--- config.mk ---
export PLATFORM = sky130hd
export DESIGN_NAME = lsu_dccm_req_stage
export DESIGN_NICKNAME = d
export VERILOG_FILES = /design/src/rtl/lsu_dccm_req_stage.sv
export SDC_FILE = /design/constraint.sdc
export NUM_CORES = 1
export LEC_CHECK = 0
export CORE_MARGIN = 1.5
export CORE_UTILIZATION = 30
export DETAILED_ROUTE_END_ITERATION = 6
export DONT_BUFFER_PORTS = 1
export HOLD_SLACK_MARGIN = 0.02
export MAX_ROUTING_LAYER = met4
export PLACE_DENSITY = 0.55
export SYNTH_ARGS = -nofsm -noshare
export SYNTH_HDL_FRONTEND = slang
export SYNTH_SLANG_ARGS = --single-unit
--- constraint.sdc ---
create_clock -name clk -period 5.8 [get_ports clk]
set_input_delay 0.87 -clock clk [delete_from_list [all_inputs] [get_ports clk]]
set_output_delay 0.87 -clock clk [all_outputs]
set_load 0.005 [all_outputs]
--- src/rtl/lsu_dccm_req_stage.sv ---
// Load/store request stage behind the DCCM range checker: classifies requests,
// queues DCCM/bus work in strict order and reports faults as a one-cycle pulse.
module lsu_dccm_req_stage #(
  parameter int DEPTH = 2,
  parameter int IDX_W = 14
) (
  input  logic             clk,
  input  logic             rst_l,
  input  logic             req_valid,
  output logic             req_ready,
  input  logic [31:0]      req_addr,
  input  logic [1:0]       req_size,
  input  logic             req_write,
  input  logic [31:0]      req_wdata,
  input  logic             in_range,
  input  logic             in_region,
  output logic             dccm_valid,
  input  logic             dccm_ready,
  output logic [IDX_W-1:0] dccm_idx,
  output logic             dccm_wr,
  output logic [3:0]       dccm_be,
  output logic [31:0]      dccm_wdata,
  output logic             bus_valid,
  input  logic             bus_ready,
  output logic [31:0]      bus_addr,
  output logic             bus_wr,
  output logic [3:0]       bus_be,
  output logic [31:0]      bus_wdata,
  output logic             err_valid,
  output logic [1:0]       err_type,
  output logic [31:0]      err_addr
);

  localparam int PTR_W = (DEPTH > 1) ? $clog2(DEPTH) : 1;
  localparam int CNT_W = PTR_W + 1;
  localparam logic T_DCCM = 1'b0;
  localparam logic T_BUS  = 1'b1;

  // Handshake: a transfer happens on a rising edge where valid & ready are both 1.
  // Valid never depends on ready; payload holds steady while valid & !ready.

  logic [CNT_W-1:0] r_count;
  logic [PTR_W-1:0] r_wptr;
  logic [PTR_W-1:0] r_rptr;
  logic             r_tgt   [DEPTH];
  logic [31:0]      r_addr  [DEPTH];
  logic             r_wr    [DEPTH];
  logic [3:0]       r_be    [DEPTH];
  logic [31:0]      r_wdata [DEPTH];
  logic             r_err_valid;
  logic [1:0]       r_err_type;
  logic [31:0]      r_err_addr;

  logic             w_full;
  logic             w_empty;
  logic             w_accept;
  logic             w_misalign;
  logic             w_hole;
  logic             w_fault;
  logic             w_push;
  logic             w_pop;
  logic [3:0]       w_be;
  logic             w_head_tgt;

  assign w_full    = (r_count == CNT_W'(DEPTH));
  assign w_empty   = (r_count == '0);
  assign req_ready = !w_full;
  assign w_accept  = req_valid & req_ready;

  // Misalignment outranks the region hole, so odd addresses outside the window still fault as misaligned.
  assign w_misalign = (req_size == 2'd3) ||
                      ((req_size == 2'd1) && req_addr[0]) ||
                      ((req_size == 2'd2) && (req_addr[1:0] != 2'b00));
  assign w_hole     = in_region & !in_range;
  assign w_fault    = w_misalign | w_hole;
  assign w_push     = w_accept & !w_fault;

  always_comb begin
    w_be = 4'hF;
    case (req_size)
      2'd0:    w_be = 4'b0001 << req_addr[1:0];
      2'd1:    w_be = 4'b0011 << req_addr[1:0];
      default: w_be = 4'hF;
    endcase
  end

  assign w_head_tgt = r_tgt[r_rptr];
  assign w_pop      = !w_empty & ((w_head_tgt == T_BUS) ? bus_ready : dccm_ready);

  always_ff @(posedge clk or negedge rst_l) begin
    if (!rst_l) begin
      r_count <= '0;
      r_wptr  <= '0;
      r_rptr  <= '0;
    end else begin
      if (w_push) r_wptr <= r_wptr + 1'b1;
      if (w_pop)  r_rptr <= r_rptr + 1'b1;
      case ({w_push, w_pop})
        2'b10:   r_count <= r_count + 1'b1;
        2'b01:   r_count <= r_count - 1'b1;
        default: r_count <= r_count;
      endcase
    end
  end

  always_ff @(posedge clk) begin
    if (w_push) begin
      r_tgt[r_wptr]   <= in_range ? T_DCCM : T_BUS;
      r_addr[r_wptr]  <= req_addr;
      r_wr[r_wptr]    <= req_write;
      r_be[r_wptr]    <= w_be;
      r_wdata[r_wptr] <= req_wdata;
    end
  end

  always_ff @(posedge clk or negedge rst_l) begin
    if (!rst_l) begin
      r_err_valid <= 1'b0;
      r_err_type  <= 2'd0;
      r_err_addr  <= 32'd0;
    end else begin
      r_err_valid <= w_accept & w_fault;
      if (w_accept & w_fault) begin
        r_err_type <= w_misalign ? 2'd1 : 2'd2;
        r_err_addr <= req_addr;
      end
    end
  end

  assign dccm_valid = !w_empty & (w_head_tgt == T_DCCM);
  assign dccm_idx   = r_addr[r_rptr][IDX_W+1:2];
  assign dccm_wr    = r_wr[r_rptr];
  assign dccm_be    = r_be[r_rptr];
  assign dccm_wdata = r_wdata[r_rptr];

  assign bus_valid  = !w_empty & (w_head_tgt == T_BUS);
  assign bus_addr   = r_addr[r_rptr];
  assign bus_wr     = r_wr[r_rptr];
  assign bus_be     = r_be[r_rptr];
  assign bus_wdata  = r_wdata[r_rptr];

  assign err_valid  = r_err_valid;
  assign err_type   = r_err_type;
  assign err_addr   = r_err_addr;

endmodule

### Word level (Yosys, flattened, before mapping)

Memories as Yosys holds them, arrays and structs flattened.
Cells that the tools add are included.

| storage, ports and cells | value |
|---|---|
| register bits after elaboration | 39 |
| bits in writable memories | 140 |
| output and inout port bits | 158 |
| word-level logic and storage cells | 51 |
| memories kept | 5 |

Memory list:

| memory | depth | width | rd ports | clocked after Yosys merged registers in | write ports | line | RTL |
|---|---|---|---|---|---|---|---|
| r_addr | 2 | 32 | 1 | 0 | 1 | 46 | `logic [31:0] r_addr [DEPTH];` |
| r_wdata | 2 | 32 | 1 | 0 | 1 | 49 | `logic [31:0] r_wdata [DEPTH];` |
| r_be | 2 | 4 | 1 | 0 | 1 | 48 | `logic [3:0] r_be [DEPTH];` |
| r_tgt | 2 | 1 | 1 | 0 | 1 | 45 | `logic r_tgt [DEPTH];` |
| r_wr | 2 | 1 | 1 | 0 | 1 | 47 | `logic r_wr [DEPTH];` |

| operators by class | value |
|---|---|
| add/sub/neg operators | 4 |
| equal/unequal tests | 6 |
| shift operators | 2 |
| multiplexer cells | 7 |
| bitwise logic cells | 9 |
| reductions and logical operators | 12 |

Operators by type and width:

| kind | number |
|---|---|
| $eq A2 B2 Y1 const B | 4 |
| $pmux W4 S2 | 1 |
| $and A1 B1 Y1 | 7 |
| $eq A2 B1 Y1 const B | 2 |
| $logic_not A1 Y1 | 4 |
| $logic_not A2 Y1 | 2 |
| $mux W1 | 4 |
| $pmux W2 S2 | 1 |
| $reduce_bool A2 Y1 | 2 |
| $shl A1 B2 Y4 const A | 1 |
| $shl A2 B2 Y4 const A | 1 |
| $add A1 B1 Y1 const B | 2 |
| $add A2 B1 Y2 const B | 1 |
| $logic_and A1 B1 Y1 | 2 |
| $logic_or A1 B1 Y1 | 2 |
| $mux W2 | 1 |
| $sub A2 B1 Y2 const B | 1 |
| $not A1 Y1 | 1 |
| $or A1 B1 Y1 | 1 |

### Logic depth before layout (Yosys ltp)

| depth | value |
|---|---|
| word-level depth | 9 |
| gate-level depth with buffers | 9 |
| gate-level depth less buffers | 7 |

### Worst setup path before layout

No wires, ideal clock.

| timing path | value |
|---|---|
| path type | input-to-reg |
| start point | input req_addr[0] |
| end point | memory r_addr[0][0] (enable) |
| arrival time | 4766 ps |
| data required time | 5301 ps |
| setup slack | 535 ps |
| stages | 6 |
| buffers on the path | 2 |
| cells stage by stage | buf_6 o21ai_1 nand2_1 or3_1 buf_2 nor2_1 |

| on the way | value |
|---|---|
| word-level cells in the longest chain between the ends | 8 |

RTL lines:

| what | line | RTL |
|---|---|---|
| from (decl) | 11 | `input logic [31:0] req_addr,` |
| $reduce_bool A2 Y1 or $logic_and A1 B1 Y1 (tied branches) | 73, 72 |  |
| $logic_and A1 B1 Y1 or $logic_or A1 B1 Y1 (tied branches) | 73, 71 |  |
| $logic_or A1 B1 Y1 (*) | 72 | `((req_size == 2'd1) && req_addr[0]) \|\|` |
| $or A1 B1 Y1 (*) | 75 | `assign w_fault = w_misalign \| w_hole;` |
| $logic_not A1 Y1 (*) | 76 | `assign w_push = w_accept & !w_fault;` |
| $and A1 B1 Y1 (*) | 76 |  |
| $mux W1 (*) | 107 | `if (w_push) begin` |
| $mux W1 (not written as such) (*) | 109 | `r_addr[r_wptr] <= req_addr;` |
| to (decl) | 46 |  |

Mark *: on every way between the ends. The rest lies on a longest branch, timed or not.

### Final worst setup path

| timing path | value |
|---|---|
| start point | input req_addr[0] |
| end point | memory r_addr[1][14] (enable) |

Same word-level chain as after synthesis.

==> flow_metrics.tcl <==
set metrics [dict create \
    rows 55 \
    postPlaceCellArea_um2 7030 \
    clock_path_buffers 2 \
    via_count 2974 \
    powerDensity_nw_per_um2 479 \
    grt_max_degree 73 \
    synth_seq_cells 179 \
    initial_core_util 0.309 \
    grt_pass1_vias 3177 \
    mappedNetlistNets 461 \
    synth_edf_count 140 \
    grt.overflow.total 0 \
    final_cells 670 \
    insertion_delay_ps 420 \
    globalRouteTotalUtil 0.110 \
    setup_viol 0 \
    synth_cell_types 26 \
    synth_warnings 0 \
    worst_slew_pin_slew_ps 1000 \
    grt_pass1_wl_um 19000 \
    synth_top_family_by_area "multiplexers" \
    cap_violations 0 \
    syn_to_final_growth_pct 8.63 \
    finalCritPeriodShare 0.535 \
    routed_wl_um 13000 \
    fin_nets 419 \
    cts_max_level 4 \
    r2r_slack_ps 2800 \
    maxSlewHeadroom 0.331 \
    tns_ps 0 \
    startpoint_type "input pin" \
    synth-xor-area-share 0.00496 \
    fillCellCount 2220 \
    vias_per_cell 4.44 \
    synth_area_per_cell_um2 18.3 \
    synth-compound-area-share 0.0103 \
    muxShareOfSynthArea 0.170 \
    cts_buffers 17 \
    cp.required_ps 5850 \
    n_antenna_cell 0 \
    clock-sinks 179 \
    crit_type "in2reg" \
    wire_per_inst_um 19.4 \
    ys.flop_type "edfxtp_1" \
    postCtsHoldBufs 0 \
    arrival_ps 3160 \
    outcome "finished, final reports clean" \
    async_reset_ff_frac 0.218 \
    dp.cells 638 \
    core_um2 22800 \
    dieArea_um2 24500 \
    path_max_fanout 42 \
    yosysMostFrequentCell "edfxtp_1" \
    multiInputGateArea_um2 1410 \
    antenna_found_initial 0 \
    die_h_um 156 \
    gp_congestion 0.701 \
    post_cts_resized 0 \
    critPathCaptureType "flop" \
    port_buffers 0 \
    fmax_mhz 322 \
    layout-drive-gt1-share 0.378 \
    cts_tree "built" \
    fin_area_um2 7670 \
    cts_setup_buffers 0 \
    ys_top_cells_by_count "140 x edfxtp_1, 96 x mux2_2, 51 x buf_4" \
    hold_violations 0 \
    synthAdderAreaFrac 0.00177 \
    utilization 0.336 \
    yosys.area_share.simple 0.0112 \
    remaining_drc_errors 0 \
    fin_skew_ps 10.7 \
    slew_viol_final 0 \
    fp.dieW_um 156 \
    clkSlewWorstSetupHoldPaths_ps 70 \
    hold_path_class "in2async" \
    rsz0062_at_grt "false" \
    io_pins 232 \
    seq_area_um2 5180 \
    ir_drop_v 0.000225 \
    synth_area_um2 7060 \
    synthCells 386 \
    dr.pass1.iters 4 \
    cts_root_buf "clkbuf_16" \
    power.leakage_uw 0.00256 \
    fin_crit_ps 3100 \
    synth_top_area_share 0.595 \
    synthTopCellsByArea "edfxtp_1 60%, mux2_2 15%, dfrtp_1 14%, buf_4 5.4%, mux2_1 0.96%" \
    synth_seq_area_share 0.734 \
    drtIter0Drc 118 \
    synth_top_area_cell "edfxtp_1" \
    dp_hpwl_um 8320 \
    ant_nets 0 \
    finalPower_uw 3680 \
]
-- flip-flops by register name, indices dropped and copies added (netlist names), 2 cells and up --
signal	cells
r_wdata	64
r_tgt	2
err_type	2
r_addr	64
err_addr	32
r_count	2
r_wr	2
r_be	8
-- layout make-up --
cell class / count / area share
clock buffers: 17 / 0.0555
repair buffers: 3 / 0.00294
multi-input cells: 139 / 0.184
inverters: 4 / 0.00196
flip-flops and latches: 179 / 0.676
well taps: 313 / 0.0511
clock inverters: 15 / 0.0285
-- logic make-up after synthesis --
kind of cell,after synthesis
AOI/OAI and AO/OA,10
xor gates and xnor gates,4
adders and majority gates,1
buffers and inverters,68
DFF,179
muxes,107
and+or+nand+nor,17
-- through the flow --
stage / worst slack, ps / hold WS (ps)
2_1_floorplan: 535 / 455
3_3_place_gp: 2250 / 474
3_5_place_dp: 2200 / 477
4_1_cts: 2660 / 112
5_1_grt: 2440 / 103
6_report: 2700 / 133
-- cell usage in the layout (no fill, tap or decap), types with 3 or more instances in the layout --
cell type,netlist,layout
edfxtp_1,140,140
mux2_2,96,96
dfrtp_1,39,38
clkbuf_16,0,17
nor2_1,8,6
mux2_1,6,6
mux2i_1,5,5
inv_1,4,4
o21ai_0,4,4
bufinv_16,0,4
inv_6,0,4
clkinvlp_4,0,4
nand2_1,3,3
xnor2_1,3,3
inv_8,0,3
buf_4,51,3
-- routing by layer --
metal  vias up  GRT usage  share of wire
li1       1291          -              -
met1      1542      0.124           0.40
met2       130      0.170           0.49
met3        11     0.0562           0.11
met4         0     0.0367         0.0094
met5         -          -              0
-- worst max-delay path: stages --
cell	delay [ps]
o21ai_1	230
nand2_1	120
or3_1	520
nor2_4	710
buf_4	650
-- report_power, final --
part	switching, µW	internal, µW
logic	285	319
clock network	514	736
registers	217	1610
total	1020	2660
-- worst paths after layout --
kind	startpoint	end	depth (start not counted)
max	req_addr[0]	r_addr[1][14]	5
min	rst_l	err_addr[5]	0
max reg2reg	r_count[1]	r_addr[1][14]	5
min reg2reg	r_count[1]	r_count[1]	1
max in group asynchronous	rst_l	err_addr[14]	0
min in group clk	r_count[1]	r_count[1]	1
No activity file was read; power rests on OpenSTA's default activity.
